$ cat config.mk
export PLATFORM = sky130hd
export DESIGN_NAME = ysyx_22041071_axi_rd_master
export DESIGN_NICKNAME = d
export VERILOG_FILES = /design/src/rtl/ysyx_22041071_axi_rd_master_pkg.sv /design/src/rtl/ysyx_22041071_rdata_align.sv /design/src/rtl/ysyx_22041071_axi_rd_master.sv
export SDC_FILE = /design/constraint.sdc
export NUM_CORES = 1
export LEC_CHECK = 0
export ABC_CLOCK_PERIOD_IN_PS = 2800
export CORE_MARGIN = 2
export CORE_UTILIZATION = 47
export DETAILED_ROUTE_END_ITERATION = 12
export PLACE_DENSITY = 0.79
export RECOVER_POWER = 25
export SYNTH_ARGS = -nofsm -noshare
export SYNTH_HDL_FRONTEND = slang
export SYNTH_HIERARCHICAL = 1
export SYNTH_SLANG_ARGS = --single-unit
$ cat constraint.sdc
create_clock -name clk -period 2.8 [get_ports clk]
set_input_delay 0.7 -clock clk [delete_from_list [all_inputs] [get_ports clk]]
set_output_delay 0.7 -clock clk [all_outputs]
set_load 0.005 [all_outputs]
$ cat src/rtl/ysyx_22041071_axi_rd_master_pkg.sv
// Shared encodings for the AXI4 read master.
//   - AXI burst and response codes
//   - FSM state encoding of the read master
package ysyx_22041071_axi_rd_master_pkg;

    localparam logic [1:0] AXI_BURST_INCR  = 2'b01;

    localparam logic [1:0] AXI_RESP_OKAY   = 2'b00;
    localparam logic [1:0] AXI_RESP_EXOKAY = 2'b01;
    localparam logic [1:0] AXI_RESP_SLVERR = 2'b10;
    localparam logic [1:0] AXI_RESP_DECERR = 2'b11;

    typedef enum logic [1:0] {
        ST_IDLE = 2'd0,
        ST_ADDR = 2'd1,
        ST_DATA = 2'd2
    } rd_state_e;

endpackage

$ cat src/rtl/ysyx_22041071_rdata_align.sv
// Read-data aligner for single narrow reads.
// Ports:
//   i_data   - raw RDATA beat
//   i_offset - byte offset of the request inside the data word
//   i_size   - log2 bytes of the request
//   i_en     - 1: shift the addressed bytes down to bit 0 and zero the rest
//   o_data   - aligned (or unchanged) data
module ysyx_22041071_rdata_align #(
    parameter int DATA_W = 64
) (
    input  logic [DATA_W-1:0]          i_data,
    input  logic [$clog2(DATA_W/8)-1:0] i_offset,
    input  logic [2:0]                 i_size,
    input  logic                       i_en,
    output logic [DATA_W-1:0]          o_data
);

    logic [DATA_W-1:0] w_shift;

    always_comb begin
        w_shift = i_data >> {i_offset, 3'b000};
        o_data  = i_data;
        if (i_en) begin
            // keep the low 2^size bytes of the shifted word, zero-extend
            for (int b = 0; b < DATA_W/8; b++) begin
                o_data[b*8 +: 8] = (b < (1 << i_size)) ? w_shift[b*8 +: 8] : 8'h00;
            end
        end
    end

endmodule

$ cat src/rtl/ysyx_22041071_axi_rd_master.sv
// AXI4 read master: one CPU read request (single or INCR burst) at a time.
// Ports:
//   clk, reset_n          - clock, asynchronous active-low reset
//   cpu_ar_*, cpu_id/addr/len/size - CPU request (accepted while idle)
//   cpu_r_*               - one-entry beat register towards the CPU
//   err_o, timeout_o      - sticky error / timeout flags, cleared by err_clr
//   axi_ar_*              - AXI read address channel
//   axi_r_*               - AXI read data channel
module ysyx_22041071_axi_rd_master
    import ysyx_22041071_axi_rd_master_pkg::*;
#(
    parameter int DATA_W      = 64,
    parameter int ADDR_W      = 64,
    parameter int ID_W        = 4,
    parameter int LEN_W       = 8,
    parameter int TIMEOUT_CYC = 1024
) (
    input  logic              clk,
    input  logic              reset_n,
    input  logic              cpu_ar_valid,
    output logic              cpu_ar_ready,
    input  logic [ID_W-1:0]   cpu_id,
    input  logic [ADDR_W-1:0] cpu_addr,
    input  logic [LEN_W-1:0]  cpu_len,
    input  logic [2:0]        cpu_size,
    output logic              cpu_r_valid,
    input  logic              cpu_r_ready,
    output logic [DATA_W-1:0] cpu_r_data,
    output logic [1:0]        cpu_r_resp,
    output logic              cpu_r_last,
    output logic              err_o,
    output logic              timeout_o,
    input  logic              err_clr,
    output logic              axi_ar_valid_o,
    input  logic              axi_ar_ready_i,
    output logic [ID_W-1:0]   axi_ar_id_o,
    output logic [ADDR_W-1:0] axi_ar_addr_o,
    output logic [LEN_W-1:0]  axi_ar_len_o,
    output logic [2:0]        axi_ar_size_o,
    output logic [1:0]        axi_ar_burst_o,
    input  logic              axi_r_valid_i,
    output logic              axi_r_ready_o,
    input  logic [DATA_W-1:0] axi_r_data_i,
    input  logic [1:0]        axi_r_resp_i,
    input  logic              axi_r_last_i,
    input  logic [ID_W-1:0]   axi_r_id_i
);

    localparam int         OFF_W     = $clog2(DATA_W/8);
    localparam int         TO_W      = (TIMEOUT_CYC < 2) ? 1 : $clog2(TIMEOUT_CYC + 1);
    localparam logic [2:0] FULL_SIZE = 3'(OFF_W);

    rd_state_e         r_state, w_next;
    logic              r_ar_ready;
    logic [ID_W-1:0]   r_id;
    logic [ADDR_W-1:0] r_addr;
    logic [LEN_W-1:0]  r_len, r_cnt;
    logic [2:0]        r_size;
    logic              r_vld, r_last, r_err;
    logic [DATA_W-1:0] r_data;
    logic [1:0]        r_resp;

    logic              w_req_hs, w_ar_hs, w_r_hs, w_cnt_zero, w_id_bad, w_last_bad;
    logic              w_err_set, w_align_en;
    logic [1:0]        w_beat_resp;
    logic [DATA_W-1:0] w_aligned;

    assign w_req_hs    = cpu_ar_valid && r_ar_ready;
    assign w_ar_hs     = axi_ar_valid_o && axi_ar_ready_i;
    assign w_r_hs      = axi_r_valid_i && axi_r_ready_o;
    assign w_cnt_zero  = (r_cnt == '0);
    assign w_id_bad    = (axi_r_id_i != r_id);
    assign w_last_bad  = (axi_r_last_i != w_cnt_zero);
    assign w_err_set   = w_r_hs && (axi_r_resp_i[1] || w_id_bad || w_last_bad);
    // a beat with a foreign ID is reported to the CPU as SLVERR
    assign w_beat_resp = (w_id_bad && !axi_r_resp_i[1]) ? AXI_RESP_SLVERR : axi_r_resp_i;
    assign w_align_en  = (r_len == '0) && (r_size < FULL_SIZE);

    ysyx_22041071_rdata_align #(.DATA_W(DATA_W)) u_align (
        .i_data   (axi_r_data_i),
        .i_offset (r_addr[OFF_W-1:0]),
        .i_size   (r_size),
        .i_en     (w_align_en),
        .o_data   (w_aligned)
    );

    always_comb begin
        w_next         = r_state;
        axi_ar_valid_o = 1'b0;
        axi_r_ready_o  = 1'b0;
        case (r_state)
            ST_IDLE: if (w_req_hs) w_next = ST_ADDR;
            ST_ADDR: begin
                axi_ar_valid_o = 1'b1;
                if (axi_ar_ready_i) w_next = ST_DATA;
            end
            ST_DATA: begin
                axi_r_ready_o = !r_vld || cpu_r_ready;
                // leave on the expected last beat or on any RLAST, whichever first
                if (w_r_hs && (w_cnt_zero || axi_r_last_i)) w_next = ST_IDLE;
            end
            default: w_next = ST_IDLE;
        endcase
    end

    always_ff @(posedge clk or negedge reset_n) begin
        if (!reset_n) begin
            r_state    <= ST_IDLE;
            r_ar_ready <= 1'b0;
            r_id       <= '0;
            r_addr     <= '0;
            r_len      <= '0;
            r_size     <= '0;
            r_cnt      <= '0;
            r_vld      <= 1'b0;
            r_data     <= '0;
            r_resp     <= '0;
            r_last     <= 1'b0;
            r_err      <= 1'b0;
        end else begin
            r_state    <= w_next;
            r_ar_ready <= (w_next == ST_IDLE);
            if (w_req_hs) begin
                r_id   <= cpu_id;
                r_addr <= cpu_addr;
                r_len  <= cpu_len;
                r_size <= cpu_size;
            end
            if (w_ar_hs)     r_cnt <= r_len;
            else if (w_r_hs) r_cnt <= r_cnt - 1'b1;
            if (w_r_hs) begin
                r_vld  <= 1'b1;
                r_data <= w_aligned;
                r_resp <= w_beat_resp;
                r_last <= w_cnt_zero;
            end else if (cpu_r_ready) begin
                r_vld  <= 1'b0;
            end
            r_err <= w_err_set | (r_err & ~err_clr);
        end
    end

    generate
        if (TIMEOUT_CYC > 0) begin : g_timeout
            logic [TO_W-1:0] r_to_cnt;
            logic            r_timeout;
            logic            w_busy, w_prog, w_hit;
            assign w_busy = (r_state != ST_IDLE);
            assign w_prog = w_ar_hs || w_r_hs;
            assign w_hit  = w_busy && !w_prog && (r_to_cnt == TO_W'(TIMEOUT_CYC - 1));
            always_ff @(posedge clk or negedge reset_n) begin
                if (!reset_n) begin
                    r_to_cnt  <= '0;
                    r_timeout <= 1'b0;
                end else begin
                    // saturates so the flag fires once per stall
                    if (!w_busy || w_prog)                      r_to_cnt <= '0;
                    else if (r_to_cnt != TO_W'(TIMEOUT_CYC))    r_to_cnt <= r_to_cnt + 1'b1;
                    r_timeout <= w_hit | (r_timeout & ~err_clr);
                end
            end
            assign timeout_o = r_timeout;
        end else begin : g_no_timeout
            assign timeout_o = 1'b0;
        end
    endgenerate

    assign cpu_ar_ready   = r_ar_ready;
    assign cpu_r_valid    = r_vld;
    assign cpu_r_data     = r_data;
    assign cpu_r_resp     = r_resp;
    assign cpu_r_last     = r_last;
    assign err_o          = r_err;
    assign axi_ar_id_o    = r_id;
    assign axi_ar_addr_o  = {r_addr[ADDR_W-1:OFF_W], {OFF_W{1'b0}}};
    assign axi_ar_len_o   = r_len;
    assign axi_ar_size_o  = r_size;
    assign axi_ar_burst_o = AXI_BURST_INCR;  // constant tie-off, only INCR is issued

endmodule

==> run_results.csv <==
group,metric,value,unit
finish,final_cell_mix,"clkdlybuf4s50_1 (304), dfrtp_1 (170), mux2_2 (144)",
pwr,p_leak,0.00545,uW
finish,finalInstanceArea,12900,um^2
clock_network,insertion_delay,430,ps
placed_design,place_area,12300,um^2
finish,diodes,0,
timing,hold_viol,0,
critical_path,r2r_setup_slack,410,ps
placed_design,dp_slack,87.4,ps
floorplan,start_util,0.482,
clock_network,clk_pin_slew,70,ps
yosys,avgSynthCellArea,11.0,um^2
finish,fillers,1563,
floorplan,die_width,146,um
clock_network,post_cts_buffers,0,
timing,fin_hold_ws,493,ps
pwr,p_per_area,1030,nW/um^2
global_route,grt_pass1_wl,44000,um
clock_network,clk_path_buf_depth,2,
detailed_routing,ant_nets,0,
floorplan,rows,51,
timing,fin_setup_tns,0,ps
critical_path,crit_path_frequent_cell,"clkdlybuf4s50_1",
critical_path,ff2ff_path_depth,9,
yosys,ys_warn_count,6,
timing,relSlewSlack,0.0261,
timing,setup_ws,89.8,ps
pwr,ir_worst_vdd,0.000586,V
global_route,grt_pass1_vias,7813,
clock_network,cts_hold_buf,0,
timing,rsz0062_at_grt,"no",
critical_path,required,2100,ps
floorplan,coreArea,19600,um^2
placed_design,placed_cells,1344,
clock_network,cts.sinks,171,
detailed_routing,via_count,7553,
hold_path,hold_depth,2,
floorplan,die_h,146,um
yosys,ys_seq_elements,171,
critical_path,crit_type,"in -> out",
clock_network,htreeDepth,4,
detailed_routing,first_iter_violations,664,
finish,drive_above_1_share,0.195,
placed_design,gp_congestion,0.929,
yosys,syn-cell-area,9440,um^2
finish,syn_to_final_growth,36.3,%
floorplan,io_pins,311,
detailed_routing,drt_pre_antenna_iters,5,
yosys,synth_cells,860,
clock_network,cts_tree,"yes",
global_route,track_usage,0.265,
timing,max_freq,369,MHz
global_route,antenna_found_initial,0,
yosys,ys_types,57,
timing,fin_crit_sh,0.968,
detailed_routing,wirelength,27900,um
critical_path,endpoint_kind,"output port",
global_route,grt.overflow.total,0,
critical_path,crit_arrival,2010,ps
critical_path,startpoint_type,"input port",
run_status,status,"finished, final reports clean",
detailed_routing,drc,0,
placed_design,io_buffers,305,
detailed_routing,vias_per_cell,5.49,
timing,finalSetupViolations,0,
floorplan,dieArea,21200,um^2
yosys,ys_seq_area_frac,0.453,
critical_path,cpPeakStageDelay,500,ps
critical_path,cp_max_fo,2,
flow_run,maxCapViolCount,0,
finish,final_common_cell,"clkdlybuf4s50_1",
placed_design,dp_hpwl,21100,um
critical_path,crit_path_top_delay_cell,"clkdlybuf4s50_1",
clock_network,cts_buffers,17,
hold_path,worstHoldPathType,"reg -> reg",
clock_network,postCtsResizedCells,0,
timing,slew_violations,0,
timing,final.setup_skew,13.3,ps
timing,post-route-min-period,2710,ps
critical_path,cp_cell_sequence,"clkdlybuf4s50_1 > nand2b_1 > and2_1 > clkdlybuf4s50_1",
finish,nNetsFinal,1259,
clock_network,ctsRootBufferMaster,"clkbuf_16",
timing,tightest_slew,1460,ps
detailed_routing,avgRoutedWirePerCell,20.3,um
global_route,grt_max_degree,57,
finish,fin_cells,1376,
metrics by stage:
| stage | total power, uW | util |
|---|---|---|
| after global placement | 10800 | 0.629 |
| after floorplan | 8180 | - |
| final | 13200 | 0.657 |
| after global routing | 14000 | 0.657 |
| after CTS | 13300 | 0.658 |
| after detailed placement | 10900 | 0.629 |
path summary, 6_finish.rpt:
kind                                  from             end
max in group asynchronous          reset_n       r_addr[0]
min in group asynchronous          reset_n  cpu_r_data[23]
min reg2reg                     cpu_r_last      cpu_r_last
max                            cpu_r_ready   axi_r_ready_o
min                             cpu_r_last      cpu_r_last
max reg2reg                axi_ar_len_o[2]  cpu_r_data[49]
layout make-up:
| type | instances | area, um^2 | area share |
|---|---|---|---|
| clock buffer | 17 | 425 | 0.0331 |
| clock inverter | 15 | 150 | 0.0117 |
| timing repair buffer | 331 | 3290 | 0.256 |
| multi-input combinational | 519 | 4160 | 0.324 |
| tap | 265 | 332 | 0.0258 |
| inverter | 58 | 218 | 0.0169 |
| sequential | 171 | 4280 | 0.333 |
metal layers:
metal,track usage,vias up,share of wire
met1,0.360,3660,0.42
met2,0.415,377,0.47
met3,0.0680,51,0.088
met4,0.0873,0,0.025
li1,-,3465,-
met5,0,-,0
state kept, by name, indices dropped and copies added, names as in the netlist:
signal	flops
cpu_r_last	1
r_cnt	8
r_addr	64
cpu_r_resp	2
timeout_o	1
cpu_r_valid	1
cpu_ar_ready	1
axi_ar_size_o	3
cpu_r_data	64
err_o	1
axi_ar_id_o	4
g_timeout.r_to_cnt	11
axi_ar_len_o	8
r_state	2
worst max-delay path: cells and delay by family:
family	cells	cell delay, ps
simple gates	2	330
buf+inv	2	970
cells by family after synthesis:
logic type / synth area share
AOI/OAI and AO/OA: 0.107
xor gates and xnor gates: 0.0102
adders and majority gates: 0.00530
buffers and inverters: 0.109
DFF: 0.453
muxes: 0.236
other: 0.000796
and+or+nand+nor: 0.0790
synthesized netlist by cell type, drive strengths merged:
| library cell | number | area [um^2] |
|---|---|---|
| nor2 | 55 | 224 |
| ha | 4 | 50.1 |
| o21a | 1 | 7.51 |
| a22oi | 17 | 128 |
| a311o | 1 | 10.0 |
| conb | 2 | 7.51 |
| inv | 58 | 218 |
| nor3 | 4 | 20.0 |
| dfrtp | 171 | 4280 |
| nor4 | 4 | 25.0 |
| xor2 | 4 | 35.0 |
| a21o | 1 | 7.51 |
| o31a | 1 | 8.76 |
| a22o | 8 | 70.1 |
| nand4 | 6 | 37.5 |
| xnor2 | 7 | 61.3 |
| and3b | 1 | 8.76 |
| nand3b | 2 | 15.0 |
| or3 | 3 | 23.8 |
| or4 | 5 | 41.3 |
| clkbuf | 11 | 42.5 |
| and2 | 12 | 75.1 |
| a211oi | 1 | 7.51 |
| nor2b | 3 | 18.8 |
| o21ai | 32 | 179 |
| o31ai | 1 | 7.51 |
| mux2i | 50 | 500 |
| a221o | 8 | 80.1 |
| o211ai | 4 | 30.0 |
| nand2 | 23 | 86.3 |
| a21oi | 14 | 70.1 |
| and2b | 2 | 15.0 |
| mux2 | 153 | 1720 |
| o22a | 2 | 17.5 |
| or2 | 1 | 6.26 |
| nand3 | 19 | 105 |
| a2bb2oi | 5 | 43.8 |
| o22ai | 49 | 307 |
| o311ai | 4 | 35.0 |
| buf | 104 | 767 |
| nand2b | 7 | 43.8 |
power breakdown:
part	internal, uW	switching (uW)
registers	3650	904
clock network	1190	1140
logic	3850	2520
total	8680	4560
Note: power is estimated with default switching activity, not from simulation.
